File: config.mk
export PLATFORM = sky130hd
export DESIGN_NAME = pwm_regbank
export DESIGN_NICKNAME = d
export VERILOG_FILES = /design/src/rtl/pwm_pkg.sv /design/src/rtl/pwm_ch_regs.sv /design/src/rtl/pwm_regbank.sv
export SDC_FILE = /design/constraint.sdc
export NUM_CORES = 1
export LEC_CHECK = 0
export CAP_MARGIN = 20
export CORE_UTILIZATION = 45
export CTS_CLUSTER_DIAMETER = 40
export CTS_CLUSTER_SIZE = 24
export DETAILED_ROUTE_END_ITERATION = 16
export GPL_TIMING_DRIVEN = 0
export HOLD_SLACK_MARGIN = 0.03
export PLACE_DENSITY = 0.79
export SLEW_MARGIN = 40
export SYNTH_ARGS = -nofsm -noshare
export SYNTH_HDL_FRONTEND = slang
export SYNTH_SLANG_ARGS = --single-unit
File: constraint.sdc
create_clock -name clk -period 4.59 [get_ports clk]
set_input_delay 0.459 -clock clk [delete_from_list [all_inputs] [get_ports clk]]
set_output_delay 0.459 -clock clk [all_outputs]
set_load 0.05 [all_outputs]
File: src/rtl/pwm_pkg.sv
// Register-map constants, CTRL bit indices, FUNCTIONS encodings and byte helpers
// shared by the PWM register bank and its per-channel register file.
package pwm_pkg;

  localparam logic [31:0] ADDR_PERIOD_LO = 32'h0000_0000;
  localparam logic [31:0] ADDR_PERIOD_HI = 32'h0000_0001;
  localparam logic [31:0] ADDR_CTRL      = 32'h0000_0002;
  localparam logic [31:0] ADDR_PRESCALE  = 32'h0000_0003;
  localparam logic [31:0] ADDR_CNT_LO    = 32'h0000_0004;
  localparam logic [31:0] ADDR_CNT_HI    = 32'h0000_0005;
  localparam logic [31:0] ADDR_PWM_EN    = 32'h0000_0006;
  localparam logic [31:0] ADDR_STATUS    = 32'h0000_0007;

  localparam int CTRL_EN_BIT     = 32'd0;
  localparam int CTRL_DIR_BIT    = 32'd1;
  localparam int CTRL_CRST_BIT   = 32'd2;
  localparam int STATUS_PEND_BIT = 32'd0;

  localparam logic [31:0] CH_BASE   = 32'h0000_0010;
  localparam logic [31:0] CH_STRIDE = 32'h0000_0008;
  localparam logic [31:0] MAX_CH    = 32'd8;

  localparam logic [2:0] CH_CMP1_LO = 3'd0;
  localparam logic [2:0] CH_CMP1_HI = 3'd1;
  localparam logic [2:0] CH_CMP2_LO = 3'd2;
  localparam logic [2:0] CH_CMP2_HI = 3'd3;
  localparam logic [2:0] CH_FUNC    = 3'd4;

  typedef enum logic [1:0] {
    FUNC_OFF    = 2'b00,
    FUNC_SINGLE = 2'b01,
    FUNC_DUAL   = 2'b10,
    FUNC_INVERT = 2'b11
  } pwm_func_e;

  function automatic logic [15:0] set_byte(input logic [15:0] cur, input logic hi,
                                           input logic [7:0] b);
    logic [15:0] r;
    r = cur;
    if (hi) r[15:8] = b;
    else    r[7:0]  = b;
    return r;
  endfunction

  function automatic logic [7:0] byte_sel(input logic [15:0] v, input logic hi);
    return hi ? v[15:8] : v[7:0];
  endfunction

endpackage

File: src/rtl/pwm_ch_regs.sv
// One PWM channel's CMP1/CMP2/FUNCTIONS registers with byte write and readback.
// Double-buffered only when PWM_REGBANK_SHADOW_EN is defined.
module pwm_ch_regs
  import pwm_pkg::*;
#(
  parameter int CNT_W = 16
) (
  input  logic             clk,
  input  logic             rst,
  input  logic             wr_en,
  input  logic [2:0]       reg_sel,
  input  logic [7:0]       wr_data,
  input  logic             update,
  output logic [7:0]       rd_data,
  output logic [CNT_W-1:0] cmp1,
  output logic [CNT_W-1:0] cmp2,
  output logic [1:0]       func
);

  logic [CNT_W-1:0] stage_cmp1_r;
  logic [CNT_W-1:0] stage_cmp2_r;
  pwm_func_e        stage_func_r;

  // Staging copies take byte writes
  always_ff @(posedge clk) begin
    if (rst) begin
      stage_cmp1_r <= '0;
      stage_cmp2_r <= '0;
      stage_func_r <= FUNC_OFF;
    end else if (wr_en) begin
      case (reg_sel)
        CH_CMP1_LO, CH_CMP1_HI:
          stage_cmp1_r <= CNT_W'(set_byte(16'(stage_cmp1_r), reg_sel[0], wr_data));
        CH_CMP2_LO, CH_CMP2_HI:
          stage_cmp2_r <= CNT_W'(set_byte(16'(stage_cmp2_r), reg_sel[0], wr_data));
        CH_FUNC:
          stage_func_r <= pwm_func_e'(wr_data[1:0]);
        default: ;
      endcase
    end
  end

  // Readback always reflects the staging copy
  always_comb begin
    rd_data = 8'h00;
    case (reg_sel)
      CH_CMP1_LO, CH_CMP1_HI: rd_data = byte_sel(16'(stage_cmp1_r), reg_sel[0]);
      CH_CMP2_LO, CH_CMP2_HI: rd_data = byte_sel(16'(stage_cmp2_r), reg_sel[0]);
      CH_FUNC:                rd_data = {6'd0, stage_func_r};
      default:                rd_data = 8'h00;
    endcase
  end

`ifdef PWM_REGBANK_SHADOW_EN
  logic [CNT_W-1:0] act_cmp1_r;
  logic [CNT_W-1:0] act_cmp2_r;
  logic [1:0]       act_func_r;

  // Active copies load from staging on an update
  always_ff @(posedge clk) begin
    if (rst) begin
      act_cmp1_r <= '0;
      act_cmp2_r <= '0;
      act_func_r <= 2'b00;
    end else if (update) begin
      act_cmp1_r <= stage_cmp1_r;
      act_cmp2_r <= stage_cmp2_r;
      act_func_r <= stage_func_r;
    end
  end

  assign cmp1 = act_cmp1_r;
  assign cmp2 = act_cmp2_r;
  assign func = act_func_r;
`else
  logic unused_update_s;
  assign unused_update_s = update;

  assign cmp1 = stage_cmp1_r;
  assign cmp2 = stage_cmp2_r;
  assign func = stage_func_r;
`endif

endmodule

File: src/rtl/pwm_regbank.sv
// Byte-addressed register bank for a multi-channel PWM timer.
// Define PWM_REGBANK_SHADOW_EN to double-buffer PERIOD and the channel registers.
module pwm_regbank
  import pwm_pkg::*;
#(
  parameter int NUM_CH = 4,
  parameter int CNT_W  = 16,
  parameter int ADDR_W = 8
) (
  input  logic                    clk,
  input  logic                    rst,
  input  logic                    read,
  input  logic                    write,
  input  logic [ADDR_W-1:0]       addr,
  input  logic [7:0]              data_write,
  output logic [7:0]              data_read,
  output logic                    read_valid,
  input  logic [CNT_W-1:0]        counter_val,
  input  logic                    update_evt,
  output logic [CNT_W-1:0]        period,
  output logic                    en,
  output logic                    count_reset,
  output logic                    upnotdown,
  output logic [7:0]              prescale,
  output logic [NUM_CH-1:0]       pwm_en,
  output logic [2*NUM_CH-1:0]     functions,
  output logic [NUM_CH*CNT_W-1:0] compare1,
  output logic [NUM_CH*CNT_W-1:0] compare2
);

  localparam bit HAS_HI = (CNT_W == 32'd16);

  logic [31:0]      addr_ext_s;
  logic             ch_hit_s;
  logic             ch_valid_s;
  logic [2:0]       ch_idx_s;
  logic [2:0]       ch_reg_s;
  logic             ch_wr_ok_s;
  logic             ch_wr_s;
  logic             per_wr_s;
  logic             per_hi_s;
  logic             staged_wr_s;
  logic             update_s;
  logic             pending_s;
  logic [7:0]       rd_data_s;
  logic [7:0]       ch_rd_arr_s [8];
  logic [CNT_W-1:0] stage_period_r;
  logic [7:0]       hold_r;

  assign addr_ext_s = 32'(addr);
  assign ch_hit_s   = (addr_ext_s >= CH_BASE) && (addr_ext_s < CH_BASE + CH_STRIDE * MAX_CH);
  assign ch_idx_s   = 3'((addr_ext_s - CH_BASE) >> 32'd3);
  assign ch_reg_s   = addr_ext_s[2:0];
  assign ch_valid_s = ch_hit_s && ({29'd0, ch_idx_s} < 32'(NUM_CH));

  // Hi-byte offsets only exist for 16-bit counters
  always_comb begin
    ch_wr_ok_s = 1'b0;
    case (ch_reg_s)
      CH_CMP1_LO, CH_CMP2_LO, CH_FUNC: ch_wr_ok_s = 1'b1;
      CH_CMP1_HI, CH_CMP2_HI:          ch_wr_ok_s = HAS_HI;
      default:                         ch_wr_ok_s = 1'b0;
    endcase
  end

  assign ch_wr_s     = write && ch_valid_s && ch_wr_ok_s;
  assign per_hi_s    = (addr_ext_s == ADDR_PERIOD_HI);
  assign per_wr_s    = write && ((addr_ext_s == ADDR_PERIOD_LO) || (per_hi_s && HAS_HI));
  assign staged_wr_s = per_wr_s || ch_wr_s;

`ifdef PWM_REGBANK_SHADOW_EN
  logic             pending_r;
  logic [CNT_W-1:0] act_period_r;

  // An update uses pre-write state, so a coinciding write stays pending
  assign update_s  = pending_r && (update_evt || !en);
  assign pending_s = pending_r;

  // Pending flag and active PERIOD copy
  always_ff @(posedge clk) begin
    if (rst) begin
      pending_r    <= 1'b0;
      act_period_r <= '0;
    end else begin
      if (staged_wr_s)   pending_r <= 1'b1;
      else if (update_s) pending_r <= 1'b0;
      if (update_s) act_period_r <= stage_period_r;
    end
  end

  assign period = act_period_r;
`else
  logic unused_shadow_s;
  assign unused_shadow_s = update_evt ^ staged_wr_s;
  assign update_s        = 1'b0;
  assign pending_s       = 1'b0;
  assign period          = stage_period_r;
`endif

  // PERIOD staging copy
  always_ff @(posedge clk) begin
    if (rst) stage_period_r <= '0;
    else if (per_wr_s)
      stage_period_r <= CNT_W'(set_byte(16'(stage_period_r), per_hi_s, data_write));
  end

  // Unbuffered control registers and the one-cycle count_reset pulse
  always_ff @(posedge clk) begin
    if (rst) begin
      en          <= 1'b0;
      upnotdown   <= 1'b0;
      count_reset <= 1'b0;
      prescale    <= 8'h00;
      pwm_en      <= '0;
    end else begin
      count_reset <= write && (addr_ext_s == ADDR_CTRL) && data_write[CTRL_CRST_BIT];
      if (write && (addr_ext_s == ADDR_CTRL)) begin
        en        <= data_write[CTRL_EN_BIT];
        upnotdown <= data_write[CTRL_DIR_BIT];
      end
      if (write && (addr_ext_s == ADDR_PRESCALE)) prescale <= data_write;
      if (write && (addr_ext_s == ADDR_PWM_EN))   pwm_en   <= data_write[NUM_CH-1:0];
    end
  end

  for (genvar g = 0; g < 8; g++) begin : g_ch
    if (g < NUM_CH) begin : g_inst
      pwm_ch_regs #(.CNT_W(CNT_W)) u_ch (
        .clk     (clk),
        .rst     (rst),
        .wr_en   (ch_wr_s && (ch_idx_s == 3'(g))),
        .reg_sel (ch_reg_s),
        .wr_data (data_write),
        .update  (update_s),
        .rd_data (ch_rd_arr_s[g]),
        .cmp1    (compare1[g*CNT_W +: CNT_W]),
        .cmp2    (compare2[g*CNT_W +: CNT_W]),
        .func    (functions[2*g +: 2])
      );
    end else begin : g_none
      assign ch_rd_arr_s[g] = 8'h00;
    end
  end

  // Read multiplexer; unmapped and reserved bits read as zero
  always_comb begin
    rd_data_s = 8'h00;
    case (addr_ext_s)
      ADDR_PERIOD_LO: rd_data_s = byte_sel(16'(stage_period_r), 1'b0);
      ADDR_PERIOD_HI: rd_data_s = byte_sel(16'(stage_period_r), 1'b1);
      ADDR_CTRL: begin
        rd_data_s[CTRL_EN_BIT]  = en;
        rd_data_s[CTRL_DIR_BIT] = upnotdown;
      end
      ADDR_PRESCALE:  rd_data_s = prescale;
      ADDR_CNT_LO:    rd_data_s = byte_sel(16'(counter_val), 1'b0);
      ADDR_CNT_HI:    rd_data_s = hold_r;
      ADDR_PWM_EN:    rd_data_s = 8'(pwm_en);
      ADDR_STATUS:    rd_data_s[STATUS_PEND_BIT] = pending_s;
      default:        rd_data_s = ch_valid_s ? ch_rd_arr_s[ch_idx_s] : 8'h00;
    endcase
  end

  // Registered read response; a COUNTER_VAL lo read snapshots the upper byte
  always_ff @(posedge clk) begin
    if (rst) begin
      data_read  <= 8'h00;
      read_valid <= 1'b0;
      hold_r     <= 8'h00;
    end else begin
      read_valid <= read;
      if (read) begin
        data_read <= rd_data_s;
        if (addr_ext_s == ADDR_CNT_LO) hold_r <= byte_sel(16'(counter_val), 1'b1);
      end
    end
  end

endmodule
### After elaboration in Yosys (flattened, before gate mapping)

Index checks and enable logic that the tools add are counted.

| cells by class | value |
|---|---|
| add/subtract/negate cells | 1 |
| order comparisons | 4 |
| eq/ne operators | 14 |
| multiplexer cells | 20 |
| bitwise gates (word level) | 3 |
| reductions and logical operators | 44 |

Operators by type and width:

| kind | count |
|---|---|
| $pmux 8 s3 | 4 |
| $mux 8 | 11 |
| $reduce_and 3->1 | 16 |
| $pmux 6 s7 | 1 |
| $eq 8x3->1 const B | 4 |
| $logic_not 32->1 | 1 |
| $bmux 8 s3 | 1 |
| $eq 8x2->1 const B | 2 |
| $pmux 1 s8 | 2 |
| $reduce_and 2->1 | 7 |
| $logic_and 1x1->1 | 13 |
| $eq 3x2->1 const B | 4 |
| $eq 8x1->1 const B | 1 |
| $ge 8x5->1 const B | 1 |
| $lt 8x7->1 const B | 1 |
| $eq 3x1->1 const B | 2 |
| $logic_not 3->1 | 2 |
| $reduce_or 2->1 | 3 |
| $sub 6x5->6 const B | 1 |
| $reduce_or 5->1 | 1 |
| $ge 4x4->1 const B | 1 |
| $not 3->4 | 1 |
| $eq 3x3->1 const B | 1 |
| $lt 3x3->1 const B | 1 |
| 3 further kinds | 4 |

| storage, ports and cells | value |
|---|---|
| bits in registers | 184 |
| input bits | 37 |
| word-level logic and storage cells | 116 |

### Longest topological paths before layout

| logic depth | value |
|---|---|
| word-level depth | 8 |
| gate-level depth with buffers | 9 |
| gate-level depth less buffers | 7 |

### Hierarchy

Synthesis repeated with hierarchy kept, for this count alone.

| unflattened totals | value |
|---|---|
| cell total of the unflattened synthesis | 913 |
| area total of the unflattened synthesis | 8813.5 um2 |

Modules (own cells, without submodules):

| module | instances | cells an instance | area an instance (um2) | seq. area each (um2) |
|---|---|---|---|---|
| pwm_ch_regs | 4 | 161 | 1574.0 | 680.7 |
| pwm_regbank | 1 | 269 | 2517.4 | 960.9 |

### Worst setup path before layout

Ideal clock, no wire load.

| timing | value |
|---|---|
| kind | input -> register |
| start point | input addr[5] |
| end point | register g_ch[2].g_inst.u_ch.stage_cmp1_r[0] |
| setup time | 0.128 ns |
| arrival time | 2.049 ns |
| required time | 4.462 ns |
| path slack | 2.413 ns |
| stages on the path | 8 |
| buffers on the path | 1 |
| cells stage by stage | inv_1 ha_1 nor2b_1 a2111oi_4 or3b_1 buf_6 mux2i_1 nor2_1 |

| on the way | value |
|---|---|
| word-level cells in the longest chain between the ends | 7 |
| elaborated cells on any way between the ends | 11 |
| classes of those cells | 1 x add/sub; 3 x order compare; 1 x eq/ne; 6 x reduce/logical |

RTL lines:

| item | line | text |
|---|---|---|
| from (decl) | pwm_regbank.sv:14 | `input logic [ADDR_W-1:0] addr,` |
| $sub 6x5->6, or another cell as far along | pwm_regbank.sv:52 | `assign ch_idx_s = 3'((addr_ext_s - CH_BASE) >> 32'd3);` |
| $lt 3x3->1 / $logic_and 1x1->1 (equally long branches) | pwm_regbank.sv:54, pwm_regbank.sv:51 |  |
| $logic_and 1x1->1 | pwm_regbank.sv:54 | `assign ch_valid_s = ch_hit_s && ({29'd0, ch_idx_s} < 32'(NUM_CH));` |
| $logic_and 1x1->1 (2 in a row) | pwm_regbank.sv:66 | `assign ch_wr_s = write && ch_valid_s && ch_wr_ok_s;` |
| $logic_and 1x1->1 * | pwm_regbank.sv:131 | `.wr_en (ch_wr_s && (ch_idx_s == 3'(g))),` |
| $reduce_and 3->1 (no line) * | n/a |  |
| to (signal assigned) | pwm_ch_regs.sv:33 | `stage_cmp1_r <= CNT_W'(set_byte(16'(stage_cmp1_r), reg_sel[0], wr_data));` |
| to (decl) | pwm_ch_regs.sv:20 | `logic [CNT_W-1:0] stage_cmp1_r;` |

Mark *: on every way between the ends. The rest lies on a longest branch, timed or not.
A chain may end at the register's enable or synchronous reset.

### Worst setup path after layout

| timing | value |
|---|---|
| start point | input addr[4] |
| end point | register g_ch[2].g_inst.u_ch.stage_cmp2_r[6] |

| on the way | value |
|---|---|
| word-level cells in the longest chain between the ends | 7 |
| elaborated cells on any way between the ends | 11 |
| classes of those cells | 1 x add/sub; 3 x order compare; 1 x eq/ne; 6 x reduce/logical |

RTL lines:

| item | line | text |
|---|---|---|
| $sub 6x5->6, or another cell as far along | pwm_regbank.sv:52 |  |
| $lt 3x3->1 / $logic_and 1x1->1 (equally long branches) | pwm_regbank.sv:54, pwm_regbank.sv:51 |  |
| $logic_and 1x1->1 | pwm_regbank.sv:54 |  |
| $logic_and 1x1->1 (2 in a row) | pwm_regbank.sv:66 |  |
| $logic_and 1x1->1 * | pwm_regbank.sv:131 |  |
| $reduce_and 3->1 (no line) * | n/a |  |
| to (signal assigned) | pwm_ch_regs.sv:35 | `stage_cmp2_r <= CNT_W'(set_byte(16'(stage_cmp2_r), reg_sel[0], wr_data));` |
| to (decl) | pwm_ch_regs.sv:21 | `logic [CNT_W-1:0] stage_cmp2_r;` |

Marks and branches as above.

==> results.json <==
{
  "grt_first_pass_wirelength_mm": 48.4,
  "syn_to_final_growth_pct": 33.8,
  "vias": 8505,
  "synth_top_area_share": 0.424,
  "peakVddDrop_v": 0.000257,
  "clkPwrFrac": 0.435,
  "start_util": 0.461,
  "p_int_mw": 2.49,
  "synth_seq_cells": 184,
  "dp.cells": 1396,
  "fin_cells": 1428,
  "cts-buffers-inserted": 17,
  "fin_nets": 1195,
  "cts_root_buf": "clkbuf_16",
  "worst_pin_slew_ns": 0.850,
  "die_w_um": 141,
  "p_sw_mw": 0.871,
  "worst_setup_path_end_kind": "flop",
  "yosysWarnings": 0,
  "cts.reportedPaths.clkPinSlew_ns": 0.07,
  "p_comb_frac": 0.089,
  "fin_util": 0.617,
  "relSlewSlack": 0.433,
  "hold_ws_ns": 0.364,
  "drt_iter0_drc": 962,
  "dp_hpwl_mm": 24.3,
  "synth-edff-count": 0,
  "ys_seq_area_frac": 0.424,
  "fmax_ghz": 0.351,
  "hold_buffers": 0,
  "synth_common_cells": "dfxtp_1, mux2i_1, nor2_1, nand2_1, a21oi_1",
  "synth-main-ff-cell": "dfxtp_1",
  "antenna_found_initial": 1,
  "critPathRequiredTime_ns": 4.95,
  "p_seq_frac": 0.476,
  "syn_inst": 933,
  "post_cts_resized": 0,
  "fin_ws_ns": 1.74,
  "io-pin-count": 213,
  "p_sw_frac": 0.259,
  "clockBufferDepth": 2,
  "insertion_delay_ns": 0.44,
  "die_y_um": 141,
  "netlist_top_cells_area": "dfxtp_1, mux2i_1, nor2_1, a21oi_1, mux4_2",
  "syn_nets": 973,
  "status": "finished clean",
  "synth.cell_area_sq_um": 8680,
  "min_path_type": "in -> reg",
  "grt_pass1_vias": 7763,
  "core.rowCount": 50,
  "cts_tree": "built",
  "htree_levels": 4,
  "path_max_fanout": 10,
  "cts.sinks": 184,
  "grt_start_max_net_pins": 17,
  "p_leak_nw": 4.48,
  "drive_above_1_share": 0.101,
  "drt-pass1-iter-count": 5,
  "drc": 0,
  "postCtsSetupRepairBufs": 0,
  "vias_per_cell": 5.96,
  "yosysTopAreaCell": "dfxtp_1",
  "gp_congestion": 0.994,
  "synth_area_per_cell_sq_um": 9.30,
  "startpoint_type": "primary input",
  "routed_wl_mm": 33.4,
  "setup-tns-final_ns": 0,
  "drv_cap": 0,
  "synthMostInstantiatedCell": "dfxtp_1",
  "detail_route.wl_per_cell_um": 23.4,
  "antenna_cells": 0,
  "setup_viol": 0,
  "fp.coreArea_sq_um": 18800,
  "overflow": 0,
  "finalCritPeriodShare": 0.620,
  "path_class": "in -> reg",
  "powerDensity_nw_per_um2": 290,
  "skew_ns": 0.00976,
  "antenna_left": 0,
  "ys_types": 67,
  "dieArea_sq_um": 19800,
  "timing.final.max_slew_violations": 0,
  "track_usage": 0.333,
  "async_flop_share": 0,
  "layout_min_cycle_time_ns": 2.85,
  "critPathArrivalTime_ns": 3.21,
  "hold_viol": 0,
  "dp_slack_ns": 1.36,
  "grt_setup_unrepaired": "no",
  "port_buffers": 203
}
## metal layers
metal	part of all wire	global-route usage	wire length, um	vias to the layer above
met5	0.0011	0	36	-
met4	0.039	0.150	1300	2
met3	0.10	0.0768	3430	102
met2	0.45	0.517	14900	602
met1	0.41	0.442	13700	4061
li1	-	-	-	3738
## sequential cells by signal, summed over array words and instances, names as in the netlist
| signal | count |
|---|---|
| g_ch.g_inst.u_ch.cmp2 | 64 |
| hold_r | 8 |
| g_ch.g_inst.u_ch.func | 8 |
| g_ch.g_inst.u_ch.cmp1 | 64 |
| period | 16 |
| prescale | 8 |
| upnotdown | 1 |
| pwm_en | 4 |
| count_reset | 1 |
| read_valid | 1 |
| data_read | 8 |
| en | 1 |
## area by class of cell
type,instances,area (sq um)
Fill cell,1591,7220
Multi-Input combinational cell,661,4560
Sequential cell,184,3680
Timing Repair Buffer,203,2030
Clock buffer,22,484
Buffer,82,414
Tap cell,260,325
Clock inverter,10,92.6
Inverter,6,22.5
## power groups by stage
stage / Combinational [mW] / Sequential (mW) / Clock, mW
final: 0.300 / 1.60 / 1.46
after detailed placement: 0.288 / 1.64 / 0
after floorplan: 0.151 / 1.65 / 0
after CTS: 0.289 / 1.60 / 1.45
after global routing: 0.307 / 1.60 / 1.52
after global placement: 0.288 / 1.64 / 0
## stage by stage
step,instance area (sq um),power [mW]
5_1_grt,11600,3.43
4_1_cts,11600,3.34
3_5_place_dp,11000,1.93
6_report,11600,3.37
2_1_floorplan,8680,1.80
3_3_place_gp,11000,1.93
## cell families after synthesis
family / Yosys count / synth area share
simple gates: 325 / 0.179
xor+xnor: 1 / 0.00101
fa+ha+maj: 3 / 0.00433
compound gates: 153 / 0.114
mux: 179 / 0.227
buf+inv: 88 / 0.0502
flops: 184 / 0.424
## worst max-delay path, cell delays in order
cell and delay [ns]:
clkdlybuf4s50_1 0.61, inv_1 0.17, ha_1 0.36, nand2_1 0.12, nor3_1 0.27, clkbuf_1 0.46, clkbuf_1 0.42, nand3_1 0.15
a21oi_1 0.18
## final timing paths
kind / slack, ns / to / depth (start not counted) / start
hold / removal: 0.36 / g_ch[2].g_inst.u_ch.cmp2[1] / 3 / data_write[1]
setup reg to reg: 2.88 / data_read[2] / 5 / g_ch[2].g_inst.u_ch.cmp2[10]
hold reg to reg: 0.48 / period[7] / 2 / period[7]
setup / recovery: 1.74 / g_ch[2].g_inst.u_ch.cmp2[6] / 9 / addr[4]
## placed cells by master (no fill, tap or decap), types with 4 or more instances in the layout
cell and n:
clkbuf_16 17, o211ai_1 5, inv_1 5, a221oi_1 5
o21ai_0 28, buf_4 13, mux2i_1 156, a21oi_1 61
mux2_2 10, nor2_1 139, clkbuf_8 4, nor3b_1 4
clkbuf_1 40, clkdlybuf4s50_1 203, buf_1 4, clkinvlp_4 4
nand3_1 50, a31oi_1 5, nand3_2 4, a22oi_1 15
nor2b_1 10, dfxtp_1 184, nand2_1 78, mux4_2 13
nand2b_1 4, buf_6 4, o22ai_1 7, buf_2 21
No activity file was read; power rests on OpenSTA's default activity.
